==> config.mk <==
export PLATFORM = sky130hd
export DESIGN_NAME = vred_minmax_seq_flat
export DESIGN_NICKNAME = d
export VERILOG_FILES = /design/src/rtl/vred_minmax_seq_if.sv /design/src/rtl/vred_minmax_seq.sv /design/src/flat_wrapper.sv
export SDC_FILE = /design/constraint.sdc
export NUM_CORES = 1
export LEC_CHECK = 0
export ABC_AREA = 1
export BUFFER_PORTS_ARGS = -buffer_cell sky130_fd_sc_hd__buf_2
export CELL_PAD_IN_SITES_DETAIL_PLACEMENT = 2
export CELL_PAD_IN_SITES_GLOBAL_PLACEMENT = 2
export CORE_AREA = 2 2 141 143
export DETAILED_ROUTE_END_ITERATION = 6
export DIE_AREA = 0 0 143 145
export PLACE_DENSITY = 0.83
export SYNTH_ARGS = -nofsm -noshare
export SYNTH_HDL_FRONTEND = slang
export SYNTH_SLANG_ARGS = --single-unit
==> constraint.sdc <==
create_clock -name module_clk_i -period 3 [get_ports module_clk_i]
set_input_delay 0.15 -clock module_clk_i [delete_from_list [all_inputs] [get_ports module_clk_i]]
set_output_delay 0.15 -clock module_clk_i [all_outputs]
set_load 0.01 [all_outputs]
==> src/rtl/vred_minmax_seq_if.sv <==
// Handshake/comparator bundle between lane controller, vred_minmax_seq and the comparator.
// elem_mask_i exists only when VRED_MASK_EN is defined.
interface vred_minmax_seq_if #(
  parameter int DATA_WIDTH = 32,
  parameter int VL_W       = 6
);
  logic                  start_i;
  logic [6:0]            ocode_i;
  logic [VL_W-1:0]       vl_i;
  logic [DATA_WIDTH-1:0] scalar_i;
  logic                  elem_valid_i;
  logic                  elem_ready_o;
  logic [DATA_WIDTH-1:0] elem_data_i;
`ifdef VRED_MASK_EN
  logic                  elem_mask_i;
`endif
  logic                  cmp_en_o;
  logic [DATA_WIDTH-1:0] cmp_a_o;
  logic [DATA_WIDTH-1:0] cmp_b_o;
  logic [6:0]            cmp_ocode_o;
  logic [DATA_WIDTH-1:0] cmp_result_i;
  logic                  busy_o;
  logic                  done_o;
  logic [DATA_WIDTH-1:0] result_o;
  logic                  err_o;

  modport master (
    output start_i, ocode_i, vl_i, scalar_i, elem_valid_i, elem_data_i,
`ifdef VRED_MASK_EN
    output elem_mask_i,
`endif
    output cmp_result_i,
    input  elem_ready_o, cmp_en_o, cmp_a_o, cmp_b_o, cmp_ocode_o,
    input  busy_o, done_o, result_o, err_o
  );

  modport slave (
    input  start_i, ocode_i, vl_i, scalar_i, elem_valid_i, elem_data_i,
`ifdef VRED_MASK_EN
    input  elem_mask_i,
`endif
    input  cmp_result_i,
    output elem_ready_o, cmp_en_o, cmp_a_o, cmp_b_o, cmp_ocode_o,
    output busy_o, done_o, result_o, err_o
  );
endinterface

==> src/rtl/vred_minmax_seq.sv <==
// Reduction sequencer for vredmin/vredminu/vredmax/vredmaxu over an external comparator.
// Optional element masking is compiled in with VRED_MASK_EN.
module vred_minmax_seq #(
  parameter int DATA_WIDTH = 32,
  parameter int VL_W       = 6
) (
  input logic              module_clk_i,
  input logic              rst_i,
  vred_minmax_seq_if.slave bus
);
  // {op, INT} encodings mirrored from vect_pkg
  localparam logic [6:0] VMINU_VREDMINU = 7'h09;
  localparam logic [6:0] VMIN_VREDMIN   = 7'h0B;
  localparam logic [6:0] VMAXU_VREDMAXU = 7'h0D;
  localparam logic [6:0] VMAX_VREDMAX   = 7'h0F;

  localparam logic [VL_W-1:0]       VL_ZERO   = {VL_W{1'b0}};
  localparam logic [VL_W-1:0]       VL_ONE    = {{(VL_W-1){1'b0}}, 1'b1};
  localparam logic [DATA_WIDTH-1:0] DATA_ZERO = {DATA_WIDTH{1'b0}};

  typedef enum logic [1:0] {
    IDLE  = 2'd0,
    ACCUM = 2'd1,
    DONE  = 2'd2
  } state_t;

  state_t                state_r;
  state_t                next_state_s;
  logic [DATA_WIDTH-1:0] acc_r;
  logic [DATA_WIDTH-1:0] result_r;
  logic [VL_W-1:0]       cnt_r;
  logic [VL_W-1:0]       vl_r;
  logic [6:0]            ocode_r;
  logic                  done_r;
  logic                  err_r;
  logic                  in_idle_s;
  logic                  in_accum_s;
  logic                  legal_s;
  logic                  start_ok_s;
  logic                  accept_s;
  logic                  active_s;
  logic                  last_s;

  function automatic logic is_legal(input logic [6:0] oc);
    case (oc)
      VMINU_VREDMINU, VMIN_VREDMIN, VMAXU_VREDMAXU, VMAX_VREDMAX: is_legal = 1'b1;
      default:                                                    is_legal = 1'b0;
    endcase
  endfunction

  // Handshake decode and comparator operand drive
  always_comb begin
    in_idle_s  = (state_r == IDLE);
    in_accum_s = (state_r == ACCUM);
    legal_s    = is_legal(bus.ocode_i);
    start_ok_s = in_idle_s & bus.start_i & legal_s;
`ifdef VRED_MASK_EN
    active_s   = bus.elem_mask_i;
`else
    active_s   = 1'b1;
`endif
    accept_s   = in_accum_s & bus.elem_valid_i;
    last_s     = (cnt_r == (vl_r - VL_ONE));

    bus.elem_ready_o = in_accum_s;
    bus.cmp_en_o     = accept_s & active_s;
    bus.busy_o       = ~in_idle_s;
    if (in_accum_s) begin
      bus.cmp_a_o     = acc_r;
      bus.cmp_b_o     = bus.elem_data_i;
      bus.cmp_ocode_o = ocode_r;
    end else begin
      bus.cmp_a_o     = DATA_ZERO;
      bus.cmp_b_o     = DATA_ZERO;
      bus.cmp_ocode_o = 7'd0;
    end
  end

  assign bus.done_o   = done_r;
  assign bus.err_o    = err_r;
  assign bus.result_o = result_r;

  // Next-state logic
  always_comb begin
    next_state_s = state_r;
    case (state_r)
      IDLE: begin
        if (start_ok_s) begin
          next_state_s = (bus.vl_i == VL_ZERO) ? DONE : ACCUM;
        end else begin
          next_state_s = IDLE;
        end
      end
      ACCUM: begin
        if (accept_s && last_s) begin
          next_state_s = DONE;
        end else begin
          next_state_s = ACCUM;
        end
      end
      DONE:    next_state_s = IDLE;
      default: next_state_s = IDLE;
    endcase
  end

  // State register
  always_ff @(posedge module_clk_i or posedge rst_i) begin
    if (rst_i) begin
      state_r <= IDLE;
    end else begin
      state_r <= next_state_s;
    end
  end

  // Accumulator, element counter and latched command
  always_ff @(posedge module_clk_i or posedge rst_i) begin
    if (rst_i) begin
      acc_r    <= DATA_ZERO;
      cnt_r    <= VL_ZERO;
      vl_r     <= VL_ZERO;
      ocode_r  <= 7'd0;
      result_r <= DATA_ZERO;
    end else begin
      case (state_r)
        IDLE: begin
          if (start_ok_s) begin
            acc_r   <= bus.scalar_i;
            cnt_r   <= VL_ZERO;
            vl_r    <= bus.vl_i;
            ocode_r <= bus.ocode_i;
          end
        end
        ACCUM: begin
          // masked-off elements still advance the count but leave acc alone
          if (accept_s) begin
            cnt_r <= cnt_r + VL_ONE;
            if (active_s) begin
              acc_r <= bus.cmp_result_i;
            end
          end
        end
        DONE:    result_r <= acc_r;
        default: result_r <= result_r;
      endcase
    end
  end

  // Registered done/error pulses
  always_ff @(posedge module_clk_i or posedge rst_i) begin
    if (rst_i) begin
      done_r <= 1'b0;
      err_r  <= 1'b0;
    end else begin
      done_r <= (state_r == DONE);
      err_r  <= in_idle_s & bus.start_i & ~legal_s;
    end
  end
endmodule

==> src/flat_wrapper.sv <==
// flat-port wrapper written by rule: the top's interface ports become plain ports
module vred_minmax_seq_flat 
#(
  parameter int DATA_WIDTH = 32,
  parameter int VL_W       = 6
)
  (module_clk_i, rst_i, bus_start_i, bus_ocode_i, bus_vl_i, bus_scalar_i, bus_elem_valid_i, bus_elem_data_i, bus_cmp_result_i, bus_elem_ready_o, bus_cmp_en_o, bus_cmp_a_o, bus_cmp_b_o, bus_cmp_ocode_o, bus_busy_o, bus_done_o, bus_result_o, bus_err_o);
  vred_minmax_seq_if #(.DATA_WIDTH(DATA_WIDTH), .VL_W(VL_W)) bus_i ();
  input logic module_clk_i;
  input logic rst_i;
  input wire logic [$bits(bus_i.start_i)-1:0] bus_start_i;
  input wire logic [$bits(bus_i.ocode_i)-1:0] bus_ocode_i;
  input wire logic [$bits(bus_i.vl_i)-1:0] bus_vl_i;
  input wire logic [$bits(bus_i.scalar_i)-1:0] bus_scalar_i;
  input wire logic [$bits(bus_i.elem_valid_i)-1:0] bus_elem_valid_i;
  input wire logic [$bits(bus_i.elem_data_i)-1:0] bus_elem_data_i;
  input wire logic [$bits(bus_i.cmp_result_i)-1:0] bus_cmp_result_i;
  output wire logic [$bits(bus_i.elem_ready_o)-1:0] bus_elem_ready_o;
  output wire logic [$bits(bus_i.cmp_en_o)-1:0] bus_cmp_en_o;
  output wire logic [$bits(bus_i.cmp_a_o)-1:0] bus_cmp_a_o;
  output wire logic [$bits(bus_i.cmp_b_o)-1:0] bus_cmp_b_o;
  output wire logic [$bits(bus_i.cmp_ocode_o)-1:0] bus_cmp_ocode_o;
  output wire logic [$bits(bus_i.busy_o)-1:0] bus_busy_o;
  output wire logic [$bits(bus_i.done_o)-1:0] bus_done_o;
  output wire logic [$bits(bus_i.result_o)-1:0] bus_result_o;
  output wire logic [$bits(bus_i.err_o)-1:0] bus_err_o;
  assign bus_i.start_i = bus_start_i;
  assign bus_i.ocode_i = bus_ocode_i;
  assign bus_i.vl_i = bus_vl_i;
  assign bus_i.scalar_i = bus_scalar_i;
  assign bus_i.elem_valid_i = bus_elem_valid_i;
  assign bus_i.elem_data_i = bus_elem_data_i;
  assign bus_i.cmp_result_i = bus_cmp_result_i;
  assign bus_elem_ready_o = bus_i.elem_ready_o;
  assign bus_cmp_en_o = bus_i.cmp_en_o;
  assign bus_cmp_a_o = bus_i.cmp_a_o;
  assign bus_cmp_b_o = bus_i.cmp_b_o;
  assign bus_cmp_ocode_o = bus_i.cmp_ocode_o;
  assign bus_busy_o = bus_i.busy_o;
  assign bus_done_o = bus_i.done_o;
  assign bus_result_o = bus_i.result_o;
  assign bus_err_o = bus_i.err_o;
  vred_minmax_seq #(.DATA_WIDTH(DATA_WIDTH), .VL_W(VL_W)) u_core (.module_clk_i(module_clk_i), .rst_i(rst_i), .bus(bus_i));
endmodule
==> results.py, run 1 <==
metrics = {
    "global_routing": {
        "met1_usage": 0.1813,
        "grt_pass1_wl_um": 25320,
        "use_met2": 0.2732,
        "grt_pass1_vias": 4932,
        "grt_overflow": 0,
        "grt_max_degree": 73,
        "met3_usage": 0.03861,
        "track_usage": 0.1527,
        "top_usage_layer": "met2",
        "antenna_found_initial": 0,
    },
    "critical_path": {
        "critPathRequiredTime_ns": 2.85,
        "critPathCaptureType": "output pin",
        "crit_path_max_fanout": 36,
        "crit_type": "reg -> out",
        "critPathLaunchType": "flip-flop",
        "crit_arrival_ns": 1.89,
    },
    "timing": {
        "relSlewSlack": 0.3309,
        "rsz0062_at_grt": "no",
        "fin_crit_sh": 0.6816,
        "setup-tns-final_ns": 0,
        "final_max_slew_viol_count": 0,
        "finClkSkew_ns": 0.006226,
        "clock.fmax_mhz": 489.0,
        "fin_crit_ns": 2.045,
        "final_hold_viol_count": 59,
        "setup-violations-final": 0,
        "hold_ws_ns": -0.03049,
        "tightest_slew_ns": 1.002,
    },
    "routing": {
        "drc_errors": 0,
        "ant_nets": 0,
        "viasPerCell": 4.201,
        "drt_first_pass_iters": 4,
        "drt_iter0_drc": 121,
        "wl_um": 15560,
        "dr_total_vias": 4604,
        "wl_per_cell_um": 14.20,
    },
    "place": {
        "port_buffers": 220,
        "dp_hpwl_um": 11730,
        "gp_congestion": 0.7136,
    },
    "finish": {
        "final_nets": 941,
        "layout_common_cells": "buf_2 (220), nand2_1 (211), inv_1 (96)",
        "layout-drive-gt1-share": 0.3237,
        "layout_commonest_cell": "buf_2",
        "antenna_cells": 0,
        "syn2layout_area_growth_pct": 33.64,
    },
    "synth": {
        "synth_cell_types": 26,
        "postSynthAreaPerCell_um2": 7.360,
        "synth_cells": 620,
        "synth_area_leader_cell": "dfrtp_1",
        "ys_warn_count": 0,
        "synth-seq-area-share": 0.4771,
        "yosysTopAreaCellShare": 0.4771,
        "synth.area.top_cells": "dfrtp_1 (48%), nand2_1 (17%), inv_1 (8.0%)",
        "ys_ff_latch": 87,
        "synth.net_count": 735,
        "syn_area_mm2": 0.004563,
    },
    "die": {
        "chipWidth_um": 143,
        "initial_core_util": 0.2376,
        "core.rowCount": 51,
        "core_mm2": 0.01921,
        "die-height_um": 145,
        "io_pins": 221,
        "die_area_mm2": 0.02074,
    },
    "power": {
        "powerDensity_mw_per_mm2": 837.9,
        "leakage_nw": 3.582,
        "vdd_drop_max_v": 0.0002493,
        "p_total_w": 0.005110,
    },
    "clock_tree": {
        "cts_sinks": 87,
        "htreeDepth": 3,
        "cts_buffer_depth": 2,
        "postCtsHoldBufs": 0,
        "cts_buffers": 9,
        "postCtsSetupBuffers": 0,
        "cts_tree": "built",
        "cts-root-buf": "clkbuf_16",
        "clk_pin_slew_ns": 0.06,
        "clock_latency_ns": 0.34,
        "ctsResizeCount": 0,
    },
    "status": {
        "outcome": "complete, but fails checks",
        "violations": "hold timing",
    },
    "job": {
        "drv_cap": 0,
    },
    "hold_path": {
        "hold_class": "in -> async",
    },
}
==> registers in the layout (all words and copies together) (netlist names) <==
signal               count
u_core.ocode_r           7
u_core.bus.err_o         1
u_core.bus.done_o        1
u_core.cnt_r             6
u_core.state_r           2
u_core.acc_r            32
u_core.bus.result_o     32
u_core.vl_r              6
==> cells in the mapped netlist, drive strengths merged <==
cell,count
xor2,3
buf,22
nand3,16
clkbuf,7
o21ai,75
ha,2
nor4,2
xnor2,1
nor2,88
nand2,214
inv,101
nand4,2
dfrtp,87
==> power breakdown <==
group          switching [W]  leakage (nW)  internal [W]
Clock               0.000506         0.132      0.000569
Sequential          0.000167          1.12       0.00154
Combinational        0.00154          2.33      0.000783
Total                0.00221          3.58       0.00289
==> stage by stage <==
step	hold WS (ns)	std cells	util	area [µm²]	worst slack [ns]
after global routing	0.03937	1096	0.3175	6098	0.7879
after global placement	0.3588	1080	0.3029	5818	1.303
after detailed placement	0.3779	1080	0.3029	5818	1.156
final	-0.03049	1096	0.3175	6098	0.9552
after CTS	0.002937	1096	0.3175	6098	0.8885
after floorplan	0.2710	620	-	4563	0.5998
==> critical path: stages, from the launching register on <==
cell,delay (ns)
dfrtp_1,0.38
inv_1,0.12
nand2_4,0.17
inv_2,0.60
buf_2,0.27
==> kinds of logic after synthesis <==
logic type                 after synthesis  synth area share
buffers and inverters                  130            0.1291
DFF                                     87            0.4771
AOI/OAI and AO/OA                       75           0.09624
and+or+nand+nor                        322            0.2843
adders and majority gates                2          0.005483
xor gates and xnor gates                 4          0.007679
==> worst paths after layout <==
check | from | end | slack [ns] | depth (start not counted)
setup / recovery | u_core.state_r[1] | bus_elem_ready_o | 0.96 | 4
hold / removal | rst_i | u_core.ocode_r[4] | -0.03 | 2
setup reg to reg | u_core.state_r[1] | u_core.acc_r[18] | 1.20 | 7
hold reg to reg | u_core.ocode_r[0] | u_core.ocode_r[0] | 0.47 | 2
max in group asynchronous | rst_i | u_core.bus.result_o[28] | 2.31 | 3
min in group module_clk_i | bus_ocode_i[1] | u_core.ocode_r[1] | 0.03 | 3
==> layer usage <==
metal | wire length [µm] | part of all wire
met4 | 172 | 0.011
met3 | 935 | 0.060
met2 | 7895 | 0.51
met1 | 6555 | 0.42
met5 | 0 | 0
==> cell type report <==
class | instances | area, µm²
clock inverter | 7 | 55.05
inverter | 101 | 381.6
tap | 265 | 331.6
timing repair buffer | 224 | 1131
multi-input combinational | 403 | 1797
fill | 2304 | 13110
clock buffer | 9 | 225.2
sequential | 87 | 2177
Note: power is estimated with default switching activity, not from simulation.
==> run 2: changes to the inputs <==
==> constraint.sdc (replaced) <==
create_clock -name module_clk_i -period 2 [get_ports module_clk_i]
set_input_delay 0.1 -clock module_clk_i [delete_from_list [all_inputs] [get_ports module_clk_i]]
set_output_delay 0.1 -clock module_clk_i [all_outputs]
set_load 0.01 [all_outputs]
==> run 2 against run 1 <==
The flow now finishes without violations. Count of clock-buffer cells in the layout rose by 3. Critical path depth did not move. Final cell count rose by 0.73%. Core utilization rose by 0.86 points. Sequential share of layout area fell by 0.94 points. Sequential cell count did not move. Worst hold slack improved by 0.043 ns. Die area did not move. Critical path type unchanged.
==> results.py, run 2 (same netlist as run 1, synthesis figures left out) <==
metrics = {
    "finish": {
        "layout_common_cells": "buf_2 (220), nand2_1 (211), inv_1 (96)",
        "layout_commonest_cell": "buf_2",
        "final_nets": 949,
        "layout-drive-gt1-share": 0.3230,
        "syn2layout_area_growth_pct": 37.26,
        "final_area_mm2": 0.006264,
        "antenna_cells": 0,
    },
    "critical_path": {
        "critPathCaptureType": "output pin",
        "crit_path_max_incr_delay_ns": 0.42,
        "critPathLaunchType": "flip-flop",
        "crit_arrival_ns": 1.67,
        "crit_slowest_cell": "dfrtp_1",
        "crit_type": "reg -> out",
        "crit_start": "u_core.state_r[0]",
        "critPathCapture": "bus_cmp_a_o[2]",
        "critPathRequiredTime_ns": 1.90,
        "worst-r2r-setup-slack_ns": 0.31,
        "rr_worst_depth": 7,
        "r2r_start": "u_core.state_r[0]",
        "crit_chain": "nand2_4, buf_4, nor2_1, buf_2",
        "crit_path_max_fanout": 34,
        "timing.rr.end": "u_core.acc_r[11]",
    },
    "power": {
        "vdd_drop_max_v": 0.0004499,
        "power_switching_w": 0.003336,
        "p_int_w": 0.004739,
        "comb_power_share": 0.447,
        "power_frac_seq": 0.318,
        "pwr-share-clk": 0.235,
        "p_sw_frac": 0.4131,
        "powerDensity_mw_per_mm2": 1289,
        "leakage_nw": 3.656,
    },
    "place": {
        "dp_hpwl_um": 11740,
        "gp_congestion": 0.7345,
        "port_buffers": 220,
        "placed_area_mm2": 0.005879,
    },
    "global_routing": {
        "grt_overflow": 0,
        "grt_max_degree": 88,
        "grt_pass1_wl_um": 25530,
        "track_usage": 0.1553,
        "antenna_found_initial": 0,
        "grt_pass1_vias": 4908,
    },
    "clock_tree": {
        "clock_latency_ns": 0.35,
        "cts_sinks": 87,
        "ctsResizeCount": 0,
        "cts_buffer_depth": 2,
        "clk_pin_slew_ns": 0.06,
        "htreeDepth": 3,
        "postCtsSetupBuffers": 0,
        "cts_buffers": 9,
        "cts-root-buf": "clkbuf_16",
        "postCtsHoldBufs": 5,
        "cts_tree": "built",
    },
    "timing": {
        "rsz0062_at_grt": "no",
        "clock.fmax_mhz": 563.5,
        "hold_ws_ns": 0.01223,
        "fin_crit_ns": 1.775,
        "finClkSkew_ns": 0.007633,
        "setup-violations-final": 0,
        "relSlewSlack": 0.6535,
        "final_max_slew_viol_count": 0,
        "final_hold_viol_count": 0,
        "setup-tns-final_ns": 0,
        "fin_crit_sh": 0.8873,
        "tightest_slew_ns": 0.5197,
    },
    "status": {
        "outcome": "finished clean",
    },
    "routing": {
        "viasPerCell": 4.178,
        "wl_um": 15670,
        "dr_total_vias": 4612,
        "drc_errors": 0,
        "drt_iter0_drc": 111,
        "wl_per_cell_um": 14.19,
        "ant_nets": 0,
        "drt_first_pass_iters": 4,
    },
    "die": {
        "die-height_um": 145,
        "initial_core_util": 0.2376,
        "core.rowCount": 51,
        "io_pins": 221,
        "die_area_mm2": 0.02074,
        "chipWidth_um": 143,
        "core_mm2": 0.01921,
    },
    "job": {
        "drv_cap": 0,
    },
    "hold_path": {
        "hold_class": "in -> reg",
    },
}
[run 2: cell types whose count changed in the layout (fill, tap and decap cells not counted), sizes merged]
| cell | before | now |
|---|---|---|
| bufinv | 0 | 2 |
| clkinvlp | 2 | 1 |
| clkbuf | 9 | 12 |
| buf | 224 | 227 |
| inv | 103 | 100 |
| dlygate4sd3 | 0 | 5 |
| clkinv | 3 | 2 |
[run 2: metrics by stage]
| stage | power [W] | worst slack, ns | instances | util |
|---|---|---|---|---|
| after global routing | 0.008793 | 0.1028 | 1104 | 0.3261 |
| after floorplan | 0.004888 | 0.6840 | 620 | - |
| final | 0.008075 | 0.2253 | 1104 | 0.3261 |
| after CTS | 0.008279 | 0.1728 | 1104 | 0.3261 |
| after global placement | 0.006146 | 0.4126 | 1083 | 0.3061 |
| after detailed placement | 0.006302 | 0.3170 | 1083 | 0.3061 |
[run 2: worst min path at each step]
stage	startpoint	end	cells past startpoint
after floorplan	bus_ocode_i[1]	u_core.ocode_r[1]	2
after global placement	rst_i	u_core.bus.result_o[27]	3
after detailed placement	rst_i	u_core.bus.result_o[20]	3
after CTS	bus_vl_i[0]	u_core.vl_r[0]	3
after global routing	bus_vl_i[0]	u_core.vl_r[0]	3
final	bus_vl_i[2]	u_core.vl_r[2]	3
[run 2: cell type report]
cell class / instances / area [µm²]
timing repair buffer: 232 / 1241
clock buffer: 12 / 256.5
tap: 265 / 331.6
clock inverter: 4 / 77.57
multi-input combinational: 403 / 1797
inverter: 101 / 382.9
sequential: 87 / 2177
fill: 2285 / 12940
[run 2: layer usage]
metal  track usage  vias up  part of all wire  routed length (µm)
met5             0        -                 0                   0
met4       0.05099        0             0.020                 310
met3       0.03069       16             0.054                 843
met2        0.2749      128              0.50                7820
met1        0.1865     2197              0.43                6695
li1              -     2271                 -                   -
[run 2: worst max-delay path: cells and delay by family, from the launching register on]
| family | cells | cell delay (ns) |
|---|---|---|
| flip-flops | 1 | 0.42 |
| buffers and inverters | 2 | 0.56 |
| AND/OR/NAND/NOR | 2 | 0.34 |
[run 2: power by group through the flow]
stage / sequential (W) / combinational, W / clock [W]
global route: 0.00264 / 0.00412 / 0.00204
detailed placement: 0.00261 / 0.00369 / 0
global placement: 0.00257 / 0.00358 / 0
finish: 0.00257 / 0.00361 / 0.00190
floorplan: 0.00262 / 0.00227 / 0
CTS: 0.00258 / 0.00373 / 0.00197
==> run 3: changes to the inputs <==
--- a/config.mk
+++ b/config.mk
@@ -9,10 +9,10 @@
 export BUFFER_PORTS_ARGS = -buffer_cell sky130_fd_sc_hd__buf_2
 export CELL_PAD_IN_SITES_DETAIL_PLACEMENT = 2
 export CELL_PAD_IN_SITES_GLOBAL_PLACEMENT = 2
-export CORE_AREA = 2 2 141 143
+export CORE_AREA = 2 2 136 138
 export DETAILED_ROUTE_END_ITERATION = 6
-export DIE_AREA = 0 0 143 145
-export PLACE_DENSITY = 0.83
+export DIE_AREA = 0 0 138 140
+export PLACE_DENSITY = 0.89
 export SYNTH_ARGS = -nofsm -noshare
 export SYNTH_HDL_FRONTEND = slang
 export SYNTH_SLANG_ARGS = --single-unit
==> constraint.sdc (replaced) <==
create_clock -name module_clk_i -period 2.3 [get_ports module_clk_i]
set_input_delay 0.115 -clock module_clk_i [delete_from_list [all_inputs] [get_ports module_clk_i]]
set_output_delay 0.115 -clock module_clk_i [all_outputs]
set_load 0.01 [all_outputs]
==> run 3 against run 2 <==
Sequential share of layout area is 0.80 points higher. Setup slack better by 0.18 ns. Final area is 2.2% lower. Critical path type unchanged. Critical path depth is 1 higher. Final cell count is 3.6% lower.
==> results.py, run 3 (same netlist as run 1, synthesis figures left out) <==
metrics = {
    "global_routing": {
        "met3_usage": 0.03692,
        "use_met2": 0.3080,
        "top_usage_layer": "met2",
        "antenna_found_initial": 0,
        "grt_max_degree": 88,
        "grt_pass1_vias": 5054,
        "track_usage": 0.1678,
        "grt_overflow": 0,
        "met1_usage": 0.1954,
        "grt_pass1_wl_um": 26160,
    },
    "finish": {
        "instances_no_fill": 1064,
        "antenna_cells": 0,
        "fillCellCount": 2163,
        "layout_commonest_cell": "buf_2",
        "layout-drive-gt1-share": 0.3222,
        "syn2layout_area_growth_pct": 34.19,
        "final_nets": 945,
        "layout_common_cells": "buf_2 (220), nand2_1 (211), inv_1 (96)",
    },
    "timing": {
        "setup_slack_ns": 0.4006,
        "relSlewSlack": 0.3388,
        "tightest_slew_ns": 0.9918,
        "clock.fmax_mhz": 526.5,
        "rsz0062_at_grt": "no",
        "hold_ws_ns": 0.01109,
        "final_max_slew_viol_count": 0,
        "final_hold_viol_count": 0,
        "finClkSkew_ns": 0.007864,
        "fin_crit_sh": 0.8258,
        "setup-violations-final": 0,
        "setup-tns-final_ns": 0,
        "fin_crit_ns": 1.899,
    },
    "clock_tree": {
        "postCtsSetupBuffers": 0,
        "clk_pin_slew_ns": 0.06,
        "clock_latency_ns": 0.34,
        "cts_sinks": 87,
        "cts_tree": "built",
        "cts_buffers": 9,
        "cts-root-buf": "clkbuf_16",
        "htreeDepth": 3,
        "cts_buffer_depth": 2,
        "ctsResizeCount": 0,
    },
    "routing": {
        "wl_um": 15960,
        "drt_iter0_drc": 160,
        "wl_per_cell_um": 15.00,
        "dr_total_vias": 4662,
        "drt_first_pass_iters": 4,
        "drc_errors": 0,
        "viasPerCell": 4.382,
        "ant_nets": 0,
    },
    "die": {
        "initial_core_util": 0.2567,
        "die-height_um": 140,
        "core.rowCount": 49,
        "chipWidth_um": 138,
        "io_pins": 221,
        "core_mm2": 0.01778,
        "die_area_mm2": 0.01932,
    },
    "power": {
        "leakage_nw": 3.613,
        "vdd_drop_max_v": 0.0004824,
        "powerDensity_mw_per_mm2": 1100,
    },
    "job": {
        "drv_cap": 0,
    },
    "place": {
        "port_buffers": 220,
        "place_ws_ns": 0.5622,
        "dp.cells": 1044,
        "gp_congestion": 0.7607,
        "dp_hpwl_um": 11710,
    },
    "status": {
        "outcome": "finished clean",
    },
    "critical_path": {
        "critPathCaptureType": "output pin",
        "crit_path_max_fanout": 31,
        "crit_type": "reg -> out",
        "critPathRequiredTime_ns": 2.18,
        "critPathLaunchType": "flip-flop",
        "crit_arrival_ns": 1.78,
    },
    "hold_path": {
        "hold_class": "in -> reg",
    },
}
run 3: cell types whose count changed in the layout (fill, tap and decap cells not counted), moves of 2 or more:
cell | previous run | this run
bufinv_16 | 2 | 0
clkinv_4 | 2 | 0
buf_4 | 4 | 2
clkinv_2 | 0 | 3
run 3: metrics by stage:
stage / total power (W) / util / cell area (µm²)
floorplan: 0.004251 / - / 4567
global placement: 0.005258 / 0.3262 / 5799
finish: 0.006737 / 0.3444 / 6123
global route: 0.007354 / 0.3444 / 6123
detailed placement: 0.005424 / 0.3262 / 5799
CTS: 0.006891 / 0.3444 / 6123
run 3: repair_timing:
| item | in CTS | in global routing |
|---|---|---|
| hold buffers | 4 | 0 |
| endpoints found under the hold margin | 90 | 0 |
| setup endpoints to repair | 0 | 0 |
run 3: per-layer routing:
layer  vias to the layer above  routed length, µm  share of wire
li1                       2265                  -              -
met1                      2255               6719           0.42
met2                       125               8178           0.51
met3                        17                812          0.051
met4                         0                251          0.016
met5                         -                  0              0
run 3: worst max-delay path, cell delays in order (launching register included):
cell	delay, ns
dfrtp_1	0.38
inv_1	0.11
nand2_4	0.18
inv_2	0.16
buf_4	0.39
buf_2	0.22
run 3: final timing paths:
check	startpoint	end	slack, ns	cells after the start
min in group asynchronous	rst_i	u_core.bus.result_o[20]	0.47	4
max in group asynchronous	rst_i	u_core.bus.result_o[30]	1.45	4
min reg2reg	u_core.ocode_r[0]	u_core.ocode_r[0]	0.46	2
max reg2reg	u_core.state_r[0]	u_core.acc_r[19]	0.47	7
min	bus_vl_i[0]	u_core.vl_r[0]	0.01	3
max	u_core.state_r[1]	bus_elem_ready_o	0.40	5
run 3: final cells by class:
type,instances,area [µm²],area share
Tap cell,229,286.5,0.04679
Clock inverter,5,31.28,0.005108
Clock buffer,11,252.7,0.04127
Timing Repair Buffer,228,1196,0.1953
Multi-Input combinational cell,403,1797,0.2934
Sequential cell,87,2177,0.3555
Inverter,101,382.9,0.06253
run 3: where the power goes:
part           total (W)  leakage, nW  internal, W  switching [W]
combinational    0.00309         2.35      0.00106        0.00203
clock            0.00141        0.142     0.000790       0.000624
sequential       0.00223         1.12      0.00201       0.000221
total            0.00674         3.61      0.00386        0.00288
